===== config.mk =====
export PLATFORM = sky130hd
export DESIGN_NAME = enemy_hit_scheduler
export DESIGN_NICKNAME = d
export VERILOG_FILES = /design/src/rtl/enemy_hit_scheduler.sv
export SDC_FILE = /design/constraint.sdc
export NUM_CORES = 1
export LEC_CHECK = 0
export ABC_AREA = 1
export CAP_MARGIN = 15
export CORE_AREA = 2 2 170 172
export CTS_BUF_LIST = sky130_fd_sc_hd__clkbuf_16
export CTS_CLUSTER_DIAMETER = 120
export DETAILED_ROUTE_END_ITERATION = 7
export DIE_AREA = 0 0 172 174
export PLACE_DENSITY = 0.74
export SYNTH_ARGS = -nofsm -noshare
export SYNTH_HDL_FRONTEND = slang
export SYNTH_SLANG_ARGS = --single-unit

===== constraint.sdc =====
create_clock -name clk -period 6.03 [get_ports clk]
set_clock_uncertainty 0.15 [all_clocks]
set_input_delay 1.206 -clock clk [delete_from_list [all_inputs] [get_ports clk]]
set_output_delay 1.206 -clock clk [all_outputs]
set_load 0.01 [all_outputs]

===== src/rtl/enemy_hit_scheduler.sv =====
// Time-multiplexed enemy/bullet collision scheduler: one shared comparator walks all pairs per frame.
// Optional sticky overrun flag is built only when ENEMY_HIT_SCHED_OVERRUN_EN is defined.
module enemy_hit_scheduler #(
  parameter int         N_ENEMY     = 4,
  parameter int         N_BULLET    = 4,
  parameter logic [2:0] HEALTH_INIT = 3'd3,
  parameter int         Y_OFFSET    = 480
) (
  input  logic                    clk,
  input  logic                    rst,
  input  logic                    frame_start,
  input  logic [10*N_ENEMY-1:0]   ep_x,
  input  logic [10*N_ENEMY-1:0]   ep_y,
  input  logic [10*N_BULLET-1:0]  b_x,
  input  logic [10*N_BULLET-1:0]  b_y,
  input  logic [N_ENEMY-1:0]      enemy_en,
  input  logic [N_BULLET-1:0]     bullet_en,
  input  logic [N_ENEMY-1:0]      enemy_respawn,
  output logic [N_BULLET-1:0]     bullet_kill,
  output logic [N_ENEMY-1:0]      enemy_hit,
  output logic [N_ENEMY-1:0]      enemy_boom,
  output logic                    scan_busy,
  output logic                    scan_done,
  output logic                    scan_overrun
);

  localparam int EW = (N_ENEMY  > 1) ? $clog2(N_ENEMY)  : 1;
  localparam int BW = (N_BULLET > 1) ? $clog2(N_BULLET) : 1;
  localparam logic [EW-1:0] E_LAST = EW'(N_ENEMY - 1);
  localparam logic [BW-1:0] B_LAST = BW'(N_BULLET - 1);
  localparam logic [11:0]   Y_OFF  = 12'(Y_OFFSET);

  typedef enum logic [1:0] {IDLE, SCAN, DONE} state_e;

  state_e state_q, state_d;

  logic [9:0]          ex_q [N_ENEMY];
  logic [9:0]          ey_q [N_ENEMY];
  logic [9:0]          bx_q [N_BULLET];
  logic [9:0]          by_q [N_BULLET];
  logic [2:0]          health_q [N_ENEMY];
  logic [N_ENEMY-1:0]  een_q;
  logic [N_BULLET-1:0] ben_q;
  logic [N_BULLET-1:0] used_q;
  logic [EW-1:0]       e_idx_q;
  logic [BW-1:0]       b_idx_q;
  logic [N_BULLET-1:0] kill_q;
  logic [N_ENEMY-1:0]  hit_q;
  logic [N_ENEMY-1:0]  boom_q;

  logic [11:0] ex_c, ey_c, bx_c, by_c;
  logic        geom_hit, qual, last_pair;

  always_ff @(posedge clk or negedge rst) begin
    if (!rst) state_q <= IDLE;
    else      state_q <= state_d;
  end

  always_comb begin
    state_d = state_q;
    case (state_q)
      IDLE:    if (frame_start) state_d = SCAN;
      SCAN:    if (last_pair)   state_d = DONE;
      DONE:    state_d = IDLE;
      default: state_d = IDLE;
    endcase
  end

  // Shared comparator: all operands widened to 12 bits so the +offset/+box terms never wrap.
  assign ex_c = {2'b00, ex_q[e_idx_q]};
  assign ey_c = {2'b00, ey_q[e_idx_q]} + Y_OFF;
  assign bx_c = {2'b00, bx_q[b_idx_q]};
  assign by_c = {2'b00, by_q[b_idx_q]};

  assign geom_hit = (ex_c + 12'd10 >= bx_c) && (ex_c < bx_c + 12'd50) &&
                    (ey_c + 12'd50 >= by_c) && (ey_c < by_c + 12'd40);

  assign qual = (state_q == SCAN) && geom_hit &&
                een_q[e_idx_q] && (health_q[e_idx_q] != 3'd0) &&
                ben_q[b_idx_q] && !used_q[b_idx_q];

  assign last_pair = (state_q == SCAN) && (e_idx_q == E_LAST) && (b_idx_q == B_LAST);

  always_ff @(posedge clk or negedge rst) begin
    if (!rst) begin
      for (int e = 0; e < N_ENEMY; e++) begin
        ex_q[e]     <= '0;
        ey_q[e]     <= '0;
        health_q[e] <= HEALTH_INIT;
      end
      for (int b = 0; b < N_BULLET; b++) begin
        bx_q[b] <= '0;
        by_q[b] <= '0;
      end
      een_q   <= '0;
      ben_q   <= '0;
      used_q  <= '0;
      e_idx_q <= '0;
      b_idx_q <= '0;
      kill_q  <= '0;
      hit_q   <= '0;
      boom_q  <= '0;
    end else begin
      kill_q <= '0;
      hit_q  <= '0;
      if (state_q == IDLE && frame_start) begin
        for (int e = 0; e < N_ENEMY; e++) begin
          ex_q[e] <= ep_x[10*e +: 10];
          ey_q[e] <= ep_y[10*e +: 10];
        end
        for (int b = 0; b < N_BULLET; b++) begin
          bx_q[b] <= b_x[10*b +: 10];
          by_q[b] <= b_y[10*b +: 10];
        end
        een_q   <= enemy_en;
        ben_q   <= bullet_en;
        used_q  <= '0;
        e_idx_q <= '0;
        b_idx_q <= '0;
      end else if (state_q == SCAN) begin
        if (b_idx_q == B_LAST) begin
          b_idx_q <= '0;
          e_idx_q <= e_idx_q + 1'b1;
        end else begin
          b_idx_q <= b_idx_q + 1'b1;
        end
        if (qual) begin
          used_q[b_idx_q] <= 1'b1;
          kill_q[b_idx_q] <= 1'b1;
        end
      end
      // Respawn overrides a same-cycle decrement and swallows its hit pulse.
      for (int e = 0; e < N_ENEMY; e++) begin
        if (enemy_respawn[e]) begin
          health_q[e] <= HEALTH_INIT;
        end else if (qual && (e_idx_q == EW'(e))) begin
          health_q[e] <= health_q[e] - 3'd1;
          hit_q[e]    <= 1'b1;
        end
        boom_q[e] <= (health_q[e] == 3'd0);
      end
    end
  end

`ifdef ENEMY_HIT_SCHED_OVERRUN_EN
  logic overrun_q;

  always_ff @(posedge clk or negedge rst) begin
    if (!rst)                              overrun_q <= 1'b0;
    else if (frame_start && state_q != IDLE) overrun_q <= 1'b1;
  end

  assign scan_overrun = overrun_q;
`else
  assign scan_overrun = 1'b0;
`endif

  assign bullet_kill = kill_q;
  assign enemy_hit   = hit_q;
  assign enemy_boom  = boom_q;
  assign scan_busy   = (state_q == SCAN);
  assign scan_done   = (state_q == DONE);

endmodule


==> flow_metrics.tcl <==
set metrics [dict create \
    status "completed" \
    start_kind "flip-flop" \
    max-clock-path-buffers 3 \
    grt_max_degree 116 \
    wl_um 29100 \
    first_iter_violations 728 \
    place_ws_ns 1.62 \
    period_minus_slack_ns 4.38 \
    syn_area_per_cell_um2 7.73 \
    die_area_mm2 0.0299 \
    grt_usage 0.197 \
    clk_pin_slew_ns 0.06 \
    synthCells 1440 \
    vias 9584 \
    post-synth-top-count-cell "nand2_1" \
    numCtsBuffers 23 \
    hold_violations 0 \
    cellPowerDensity_mw_per_mm2 579 \
    crit_fanout 32 \
    timing.rr.start "b_idx_q[1]" \
    avgRoutedWirePerCell_um 14.6 \
    ctsHoldBuffers 0 \
    gp_congestion 0.900 \
    core_area_mm2 0.0282 \
    setup_tns_ns 0 \
    worst_pin_slew_ns 1.09 \
    drv_slew 0 \
    ant_nets 0 \
    hp-class "reg -> reg" \
    synth-seq-area-share 0.455 \
    synth.top_cells.by_count "698 x nand2_1, 194 x dfrtp_1, 119 x inv_1" \
    synth_area_leaders "dfrtp_1 44%, nand2_1 24%, ha_1 6.9%, inv_1 4.0%, nand3_1 2.7%" \
    die_w_um 172 \
    timing.slew.headroom 0.271 \
    worstPathArrival_ns 4.68 \
    synth_edf_count 0 \
    rsz0062_at_grt "no" \
    drive_above_1_share 0.0583 \
    synthDistinctLibCells 45 \
    synth_warnings 0 \
    cts_root_buffer "clkbuf_16" \
    end_kind "flip-flop" \
    worstSkewPairLatency_ns 0.51 \
    viasPerCell 4.80 \
    yosysTopAreaCellShare 0.436 \
    syn-cell-area_mm2 0.0111 \
    finalSetupViolations 0 \
    cts_setup_buffers 0 \
    min_path_cells 2 \
    max_cap_viol_count 0 \
    p_leak_uw 0.00712 \
    r2r_cells 22 \
    hold_path.startpoint "by_q[20]" \
    cp_data_required_time_ns 6.33 \
    async_reset_ff_frac 1.00 \
    grt_first_pass_wirelength_um 47400 \
    clock_sinks 202 \
    setup_ws_ns 1.65 \
    rows 62 \
    synth_nets 1676 \
    post_dp_cell_area_mm2 0.0132 \
    period_share 0.727 \
    r2r_end "health_q[2]" \
    synthFlopType "dfrtp_1" \
    route.detailed.drc 0 \
    min_to "by_q[20]" \
    port_buffers 188 \
    dp.cells 1953 \
    ys_ff_latch 202 \
    final_area_mm2 0.0139 \
    drt-pass1-iter-count 5 \
    grt_pass1_vias 9462 \
    htree_levels 1 \
    die_h_um 174 \
    rrSetupSlack_ns 1.65 \
    grt-ovfl-total 0 \
    finalNonFillerCells 1997 \
    peakVddDrop_uv 302 \
    max_freq_ghz 0.228 \
    critPathKind "reg -> reg" \
    cts_tree "done" \
    areaGrowthSynthToFinish_pct 24.5 \
    cts_resized 0 \
    place.detailed.hpwl_um 20500 \
    fin_nets 1830 \
    antenna_found_initial 2 \
    initial_core_util 0.394 \
    boundaryPins 190 \
    yosysTopAreaCell "dfrtp_1" \
]
-- per-stage QoR --
step | hold WS, ns | total power (µW) | utilization
floorplan | 0.286 | 5680 | -
global placement | 0.303 | 6580 | 0.466
detailed placement | 0.308 | 6730 | 0.466
CTS | 0.323 | 8070 | 0.491
global route | 0.337 | 8880 | 0.491
finish | 0.318 | 8030 | 0.491
-- how the worst max path moves through the flow --
stage	slack [ns]	cells after the start	from	to
final	1.65	22	b_idx_q[1]	health_q[2]
after global routing	1.17	22	b_idx_q[1]	health_q[0]
after CTS	1.58	22	b_idx_q[1]	health_q[2]
after detailed placement	1.62	22	b_idx_q[1]	health_q[0]
after global placement	1.80	22	b_idx_q[1]	health_q[5]
after floorplan	2.67	25	b_idx_q[0]	health_q[11]
-- worst max-delay path: stages (launching register included) --
cell and delay, ns:
dfrtp_1 0.77, inv_2 0.44, a32oi_1 0.41, ha_1 0.23
inv_1 0.04, nand2_1 0.09, nand2_1 0.09, nor3_1 0.20
xor2_1 0.17, ha_1 0.25, nand2_1 0.08, inv_1 0.05
nand2_1 0.05, nand4_1 0.09, nor2_1 0.11, nand2_1 0.05
a21oi_1 0.10, nand2_1 0.09, nor2_4 0.36, nand3_1 0.20
nand2_1 0.16, nand2_1 0.07, nand2_1 0.05
-- logic make-up (layout without fill, tap and decap cells) --
logic type / count (synthesis) / count (layout) / share of synthesized area
AOI/OAI and AO/OA: 119 / 119 / 0.0684
xor gates and xnor gates: 27 / 27 / 0.0212
other: 1 / 3 / 0.000337
adders and majority gates: 61 / 61 / 0.0685
buffers and inverters: 191 / 362 / 0.0797
and+or+nand+nor: 839 / 839 / 0.307
DFF: 202 / 202 / 0.455
-- metal layers --
metal / part of all wire / up-vias / track usage
li1: - / 4791 / -
met2: 0.47 / 247 / 0.323
met3: 0.048 / 58 / 0.0273
met5: 0 / - / 0
met4: 0.034 / 0 / 0.0669
met1: 0.45 / 4488 / 0.266
-- registers in the layout, indices dropped and copies added (netlist names), 4 cells and up --
name	flops
een_q	4
used_q	4
bx_q	40
bullet_kill	4
ex_q	40
ben_q	4
enemy_boom	4
by_q	40
enemy_hit	4
health_q	12
ey_q	40
-- where the power goes --
group,switching [µW],internal (µW)
Sequential,346,1950
Clock,556,738
Combinational,2820,1620
Total,3720,4310
-- final cells by class --
class                      instances  area, µm²
inverter                         124        480
clock inverter                    19        119
clock buffer                      23        576
tap                              384        480
fill                            2756      14400
antenna                            2       5.00
multi-input combinational       1047       5190
timing repair buffer             196       1950
sequential                       202       5060
-- cells in the final DEF, fill, tap and decap left out, drive strengths merged --
cell,Yosys,routed
diode,0,2
xor2,18,18
xnor2,9,9
buf,28,8
clkbuf,39,24
ha,61,61
dfrtp,194,194
o21bai,1,1
nor2,32,32
inv,124,132
a21oi,30,30
and2,3,3
conb,1,1
o22ai,2,2
dfstp,8,8
clkdlybuf4s50,0,187
clkinv,0,9
nand3b,2,2
nand4,11,11
nand3,70,70
clkinvlp,0,1
o211ai,25,25
bufinv,0,1
nand2,715,715
a21o,1,1
or2,1,1
a21boi,1,1
o31a,1,1
nor3,5,5
o21ai,48,48
a32oi,6,6
a32o,4,4
Note: power is estimated with default switching activity, not from simulation.
